<file path="config.mk">
export PLATFORM = sky130hd
export DESIGN_NAME = chunked_addsub
export DESIGN_NICKNAME = d
export VERILOG_FILES = /design/src/rtl/chunked_addsub_pkg.sv /design/src/rtl/chunked_addsub_ripple_adder_n.sv /design/src/rtl/fulladder.sv /design/src/rtl/chunked_addsub.sv
export SDC_FILE = /design/constraint.sdc
export NUM_CORES = 1
export LEC_CHECK = 0
export CAP_MARGIN = 30
export CORE_MARGIN = 10
export CORE_UTILIZATION = 47
export DETAILED_ROUTE_END_ITERATION = 6
export PLACE_DENSITY_LB_ADDON = 0.15
export SETUP_SLACK_MARGIN = 0.1
export SYNTH_ARGS = -nofsm -noshare
export SYNTH_HDL_FRONTEND = slang
export SYNTH_SLANG_ARGS = --single-unit
</file>
<file path="constraint.sdc">
create_clock -name clk -period 3.9 [get_ports clk]
set_input_delay 0.585 -clock clk [delete_from_list [all_inputs] [get_ports clk]]
set_output_delay 0.585 -clock clk [all_outputs]
set_load 0.02 [all_outputs]
</file>
<file path="src/rtl/chunked_addsub_pkg.sv">
// Shared definitions for the chunked adder/subtractor: FSM encoding and
// chunking helpers used at elaboration time.
package chunked_addsub_pkg;

    typedef enum logic [1:0] {
        IDLE = 2'd0,
        RUN  = 2'd1,
        DONE = 2'd2
    } state_t;

    function automatic int nchunk(input int width, input int chunk);
        return width / chunk;
    endfunction

    // A legal configuration splits the operand into whole, non-empty slices.
    function automatic bit chunking_ok(input int width, input int chunk);
        return (chunk > 0) && (width >= chunk) && ((width % chunk) == 0);
    endfunction

endpackage

</file>
<file path="src/rtl/chunked_addsub_ripple_adder_n.sv">
// Purely combinational N-bit ripple-carry adder built from fulladder cells.
module ripple_adder_n #(
    parameter int N = 4
) (
    input  logic [N-1:0] in_a,
    input  logic [N-1:0] in_b,
    input  logic         cin,
    output logic [N-1:0] sum,
    output logic         cout
);

    logic [N:0] carry;

    assign carry[0] = cin;

    for (genvar i = 0; i < N; i++) begin : g_bit
        fulladder u_fa (
            .a    (in_a[i]),
            .b    (in_b[i]),
            .cin  (carry[i]),
            .sum  (sum[i]),
            .cout (carry[i+1])
        );
    end

    assign cout = carry[N];

endmodule

</file>
<file path="src/rtl/fulladder.sv">
// Single-bit full adder cell; the building block of the ripple slice.
module fulladder (
    input  logic a,
    input  logic b,
    input  logic cin,
    output logic sum,
    output logic cout
);

    assign sum  = a ^ b ^ cin;
    assign cout = (a & b) | (cin & (a ^ b));

endmodule

</file>
<file path="src/rtl/chunked_addsub.sv">
// Multi-cycle adder/subtractor: one CHUNK-wide ripple slice is reused over
// WIDTH/CHUNK cycles, with valid/ready handshakes on both sides.
module chunked_addsub
    import chunked_addsub_pkg::*;
#(
    parameter int WIDTH = 16,
    parameter int CHUNK = 4
) (
    input  logic             clk,
    input  logic             rst,
    input  logic             in_valid,
    output logic             in_ready,
    input  logic [WIDTH-1:0] in_a,
    input  logic [WIDTH-1:0] in_b,
    input  logic             cin,
    input  logic             sub,
    output logic             out_valid,
    input  logic             out_ready,
    output logic [WIDTH-1:0] sum,
    output logic             cout,
    output logic             ovf,
    output logic             zero
);

    localparam int NCHUNK = nchunk(WIDTH, CHUNK);
    localparam int IDXW   = $clog2(NCHUNK) + 1;

    if (!chunking_ok(WIDTH, CHUNK)) begin : g_bad_chunking
        $error("chunked_addsub: WIDTH must be a non-zero multiple of CHUNK");
    end

    state_t state, state_nx;

    logic [WIDTH-1:0] a_q, b_q, acc_q, acc_nx;
    logic             carry_q;
    logic [IDXW-1:0]  idx_q;
    logic [CHUNK-1:0] a_chunk, b_chunk, slice_sum;
    logic             slice_cout;
    logic             last_chunk;

    logic [WIDTH-1:0] sum_q;
    logic             cout_q, ovf_q, zero_q;

    assign last_chunk = (idx_q == IDXW'(NCHUNK - 1));

    // State register
    always_ff @(posedge clk) begin
        // NOTE: clocked state uses non-blocking assignments so every register
        // samples pre-edge values; blocking here would create order-dependent races.
        if (rst) state <= IDLE;
        else     state <= state_nx;
    end

    // Next-state and handshake outputs
    always_comb begin
        // NOTE: every output gets a default before the case, so no path leaves
        // a signal unassigned and no latch is inferred.
        state_nx  = state;
        in_ready  = 1'b0;
        out_valid = 1'b0;
        case (state)
            IDLE: begin
                in_ready = 1'b1;
                if (in_valid) state_nx = RUN;
            end
            RUN: begin
                if (last_chunk) state_nx = DONE;
            end
            DONE: begin
                out_valid = 1'b1;
                if (out_ready) state_nx = IDLE;
            end
            default: state_nx = IDLE;
        endcase
    end

    // Chunk mux: select slice idx of both operands
    always_comb begin
        a_chunk = '0;
        b_chunk = '0;
        for (int i = 0; i < NCHUNK; i++) begin
            if (idx_q == IDXW'(i)) begin
                a_chunk = a_q[i*CHUNK +: CHUNK];
                b_chunk = b_q[i*CHUNK +: CHUNK];
            end
        end
    end

    ripple_adder_n #(.N(CHUNK)) u_slice (
        .in_a (a_chunk),
        .in_b (b_chunk),
        .cin  (carry_q),
        .sum  (slice_sum),
        .cout (slice_cout)
    );

    // Chunk demux: the working accumulator with slice idx replaced
    always_comb begin
        acc_nx = acc_q;
        for (int i = 0; i < NCHUNK; i++) begin
            if (idx_q == IDXW'(i)) acc_nx[i*CHUNK +: CHUNK] = slice_sum;
        end
    end

    // Operand and working registers
    always_ff @(posedge clk) begin
        // NOTE: pure datapath registers are left unreset; each is loaded on accept
        // or written chunk by chunk before anything downstream reads it.
        case (state)
            IDLE: begin
                if (in_valid) begin
                    a_q     <= in_a;
                    b_q     <= sub ? ~in_b : in_b;
                    carry_q <= cin ^ sub;
                    idx_q   <= '0;
                end
            end
            RUN: begin
                acc_q   <= acc_nx;
                carry_q <= slice_cout;
                idx_q   <= idx_q + IDXW'(1);
            end
            default: ;
        endcase
    end

    // Published result: updated only as the last chunk completes, so sum and
    // flags hold through backpressure and idle until the next result.
    always_ff @(posedge clk) begin
        if (rst) begin
            sum_q  <= '0;
            cout_q <= 1'b0;
            ovf_q  <= 1'b0;
            zero_q <= 1'b0;
        end else if (state == RUN && last_chunk) begin
            sum_q  <= acc_nx;
            cout_q <= slice_cout;
            ovf_q  <= (a_q[WIDTH-1] ~^ b_q[WIDTH-1]) & (acc_nx[WIDTH-1] ^ a_q[WIDTH-1]);
            zero_q <= (acc_nx == '0);
        end
    end

    assign sum  = sum_q;
    assign cout = cout_q;
    assign ovf  = ovf_q;
    assign zero = zero_q;

endmodule

</file>
After elaboration in Yosys (flattened, before gate mapping)
Cells that the tools add are included.
- mux-type cells: 23
- reductions and logical operators: 8
- bitwise logic cells: 25
- add/sub/neg operators: 1
- eq/ne operators: 8
- operators with widths (kind ; number):
    4-bit two-way mux ; 12
    16-bit zero test ; 1
    16-bit two-way mux ; 1
    16-bit inverter ; 1
    1-bit XOR ; 10
    1-bit AND ; 9
    3-bit by 2-bit equality test with 1-bit output (second input constant) ; 2
    2-bit two-way mux ; 3
    2-bit inequality test (second input constant) ; 3
    2-bit one-hot mux with 3 select lines ; 1
    3-bit one-hot mux with 2 select lines ; 1
    1-bit bitwise OR ; 4
    2-bit AND reduction ; 2
    3-bit by 1-bit adder with 3-bit output (second input constant) ; 1
    3-bit by 1-bit equality test with 1-bit output (second input constant) ; 1
    3-bit zero test ; 1
    1-bit two-way mux ; 3
    3-bit two-way mux ; 1
    3-bit AND reduction ; 1
    2-bit by 1-bit equality test with 1-bit output (second input constant) ; 1
    2-bit equality test (second input constant) ; 1
    2-bit zero test ; 1
    1-bit one-hot mux with 2 select lines ; 1
    2-bit nonzero test ; 1
    2 further kinds ; 2
- output and inout port bits: 21
- register bits: 73
- word-level logic and storage cells: 75
- bits of input ports: 38

Longest topological paths before layout
- depth after elaboration: 16
- depth in mapped cells: 16
- gate-level depth less buffers: 16

Hierarchy
A second synthesis with hierarchy kept.
- cells, all modules: 252
- area, all modules: 3067.9 µm²
- by module, submodules not included (module ; area each (µm²) ; times used ; cells an instance):
    chunked_addsub ; 2987.9 ; 1 ; 248
    fulladder ; 20.0 ; 4 ; 1

Worst setup path before layout
No wires, ideal clock.
- kind: reg2reg
- from: reg idx_q[0]
- to: reg zero_q, in the netlist zero
- arrival: 3720 ps
- cell stages (with the launch flop): 17
- required time: 3816 ps
- path slack: 96 ps
- buffers on the path: 2
- path through: edfxtp_1 inv_1 ha_1 buf_2 clkbuf_1 o21ai_0 a22o_1 fa_1 inv_1 fa_1 inv_1 fa_1 fa_1 or3_1 a2111oi_2 nand4bb_1 o31ai_2
- longest elaborated chain between the ends: 15
- elaborated cells on any way between the ends: 35
- RTL lines (what ; line ; source):
    from (decl) ; chunked_addsub.sv:36 ; logic [IDXW-1:0] idx_q;
    from (signal assigned) ; chunked_addsub.sv:121 ; idx_q <= idx_q + IDXW'(1);
    3-bit zero test ; chunked_addsub.sv:82, chunked_addsub.sv:101 ;
    4-bit two-way mux (4 in series) ; chunked_addsub.sv:82 ; if (idx_q == IDXW'(i)) begin
    1-bit XOR ; fulladder.sv:10, fulladder.sv:11 ;
    1-bit AND ; fulladder.sv:11 ; assign cout = (a & b) | (cin & (a ^ b));
    1-bit bitwise OR ; fulladder.sv:11 ;
    1-bit AND ; fulladder.sv:11 ;
    1-bit bitwise OR ; fulladder.sv:11 ;
    1-bit AND ; fulladder.sv:11 ;
    1-bit bitwise OR ; fulladder.sv:11 ;
    1-bit XOR ; fulladder.sv:10 ; assign sum = a ^ b ^ cin;
    4-bit two-way mux ; chunked_addsub.sv:101 ; if (idx_q == IDXW'(i)) acc_nx[i*CHUNK +: CHUNK] = slice_sum;
    16-bit zero test ; chunked_addsub.sv:139 ; zero_q <= (acc_nx == '0);
    to (signal assigned) ; chunked_addsub.sv:139 ;
    to (decl) ; chunked_addsub.sv:42 ; logic cout_q, ovf_q, zero_q;
Parallel ways exist; a longest one is shown, timed or not.
A chain may end at the register's enable or synchronous reset.

Worst setup path after layout
- from: reg idx_q[1]
- to: reg zero_q, in the netlist zero
Same word-level chain as after synthesis.

==> run_results.csv <==
group,metric,value,unit
setup_path,slowest_delay,0.47,ns
finish,nFillCells,579,
clocking,cts_num_sinks,72,
place,dp_hpwl,5010,µm
sta,maxSlewViolCount,0,
pwr,p_per_area,456,mW/mm²
global_routing,grt_start_max_net_pins,28,
detailed_routing,vias_per_cell,5.17,
global_routing,gr-total-overflow,0,
pwr,ir_drop,0.000264,V
yosys,synth-seq-area-share,60.0,%
yosys,yosysTopAreaCellShare,47.1,%
pwr,p_leak,0.00155,µW
yosys,synth_area,0.00325,mm²
place,gp_congestion,0.852,
sta,rsz0062_at_grt,"yes",
detailed_routing,ant_nets,0,
place,placedCellCount,401,
sta,fmax,265,MHz
floorplan,dieHeight,103,µm
global_routing,grt_pass1_vias,2256,
sta,hold_viol,0,
setup_path,worstPathArrival,4.03,ns
yosys,avgSynthCellArea,12.1,µm²
finish,layout_common_cells,"clkdlybuf4s50_1, edfxtp_1, nand2_1",
global_routing,use_met1,16.0,%
sta,tightest_slew,0.881,ns
status,status,"finished, final reports clean",
floorplan,design.core.area,0.00676,mm²
clocking,insertion_delay,0.34,ns
detailed_routing,drt_iter0_drc,99,
detailed_routing,wl_per_cell,16.1,µm
yosys,syn_nets,316,
global_routing,grt_pass1_wl,10800,µm
clocking,clk_pin_slew_worst_paths,0.07,ns
global_routing,busiest_layer,"met2",
setup_path,startpoint_type,"flip-flop",
detailed_routing,routed_wl,6770,µm
clocking,cts.htree.levels,3,
setup_path,crit_chain,"inv_2, ha_4, and3b_1, a21oi_1, o21ai_0, a22o_1, fa_1, inv_1, fa_1, inv_1, fa_2, fa_1, or3_1, a2111oi_2, nand4bb_1, o31ai_2",
global_routing,grt_util_all_layers,13.4,%
setup_path,cp-end-kind,"flip-flop",
finish,final_cell_area,0.00420,mm²
floorplan,fp-row-count,30,
floorplan,die_area,0.0107,mm²
detailed_routing,drc,0,
yosys,synth_area_leaders,"edfxtp_1, dfxtp_1, xor2_1",
floorplan,start_util,48.2,%
sta,hold_ws,0.456,ns
yosys,netlist_instances,269,
yosys,yosys_warnings,0,
sta,skew,0.00939,ns
yosys,synth.ff_latch_count,72,
sta,setup_viol,0,
setup_path,slowest_stage,"fa_1",
setup_path,cp_common_cell,"fa_1",
yosys,synth_cell_types,39,
finish,final_common_cell,"clkdlybuf4s50_1",
floorplan,ios,59,
worst_hold_path,hold_class,"reg -> reg",
detailed_routing,vias,2177,
yosys,yosysTopAreaCell,"edfxtp_1",
clocking,clock_path_buffers,2,
clocking,numCtsBuffers,9,
global_routing,grt_use_met2,22.2,%
finish,fin_util,62.2,%
finish,num_antenna_cells,0,
sta,period_share,96.9,%
global_routing,antenna_found_initial,0,
finish,regArea,0.00195,mm²
finish,drive_above_1_share,14.4,%
setup_path,crit_buf_inv,3,
clocking,clockRootBuffer,"clkbuf_8",
setup_path,cp_data_required_time,4.15,ns
place,io_buffers,58,
setup_path,critical_path_class,"reg -> reg",
clocking,tritoncts,"built",
setup_path,path_max_fanout,4,
finish,nNetsFinal,383,
finish,syn2layout_area_growth,29.1,%
detailed_routing,drt_first_pass_iters,5,
finish,multi_input_area,0.00122,mm²
floorplan,die_w,103,µm
sta,relSlewSlack,41.1,%
clocking,hold_buffers,0,
setup_path,reg2reg_slack,0.12,ns
sta,fin_crit,3.78,ns
setup_path,crit_family,"adder cells",
run,drv_cap,0,
finish,fin_cells,421,
global_routing,grt_use_met3,4.58,%
place,postPlaceCellArea,0.00395,mm²
==> cell families after synthesis <==
family          synth area share (%)
simple gates                    12.2
flops                           60.0
compound gates                  10.7
buf+inv                         4.23
xor+xnor                        4.58
mux                             3.92
fa+ha+maj                       4.38
==> cell usage after synthesis, drive strengths merged <==
library cell and instances:
nor3 1, o211ai 3, nand3b 2, or3 1
o31ai 1, mux2i 6, nor2 16, dfxtp 21
ha 5, inv 13, fa 4, o2111ai 1
and2 2, nand2 32, nor3b 7, mux2 6
a2111oi 1, nand2b 5, a211oi 7, xnor2 1
and3b 8, clkbuf 6, o21a 1, nor2b 1
a22oi 3, a21oi 18, buf 11, o21ai 11
a22o 6, edfxtp 51, a21o 1, xor2 16
nand4bb 1
==> metrics by stage <==
stage / power (µW) / worst slack, ns / setup TNS (ns)
after floorplan: 1220 / 0.105 / 0
after global placement: 1380 / 0.178 / 0
after detailed placement: 1400 / 0.0644 / 0
after CTS: 1900 / 0.0876 / 0
after global routing: 2030 / -0.0845 / -0.0845
final: 1910 / 0.121 / 0
==> registers in the layout, summed over array words and instances (netlist names) <==
name and flops:
a_q 16, carry_q 1, idx_q 3, cout 1, b_q 16, state 2, zero 1, ovf 1
sum 16, acc_q 15
==> where the power goes <==
| part | switching, µW | total (µW) | internal [µW] |
|---|---|---|---|
| clock | 253 | 501 | 247 |
| combinational | 250 | 481 | 231 |
| sequential | 29.3 | 932 | 903 |
| total | 533 | 1910 | 1380 |
==> layer usage <==
layer,share of wire [%],vias up
met3,5.9,5
li1,-,1086
met4,1.0,0
met1,45,1031
met5,0,-
met2,48,55
==> path summary, 6_finish.rpt <==
| kind | from | endpoint | cells past startpoint |
|---|---|---|---|
| worst max-delay path | idx_q[1]$_SDFFCE_PN0P_ | zero$_SDFFE_PP0P_ | 16 |
| worst min-delay path | sum[15]$_SDFFE_PP0P_ | sum[15]$_SDFFE_PP0P_ | 2 |
| worst max register to register | idx_q[1]$_SDFFCE_PN0P_ | zero$_SDFFE_PP0P_ | 16 |
| worst min register to register | sum[15]$_SDFFE_PP0P_ | sum[15]$_SDFFE_PP0P_ | 2 |
==> repair_timing <==
item	4_1_cts	5_1_grt
gates resized for setup	3	14
pin swaps	2	1
buffers inserted	1	3
setup endpoints to repair	1	3
==> worst register-to-register path: cells and delay by family (launching register included) <==
family | cells | cell delay (ns)
fa+ha+maj | 5 | 1.47
compound gates | 5 | 0.81
simple gates | 3 | 0.72
flops | 1 | 0.43
buf+inv | 3 | 0.26
==> cell type report <==
class	count	share of cell area, %
flip-flops and latches	72	46.5
clock inverters	2	0.238
inverters	13	1.16
multi-input cells	167	29.0
repair buffers	73	17.2
well taps	80	2.38
clock buffers	14	3.63
Note: power is estimated with default switching activity, not from simulation.
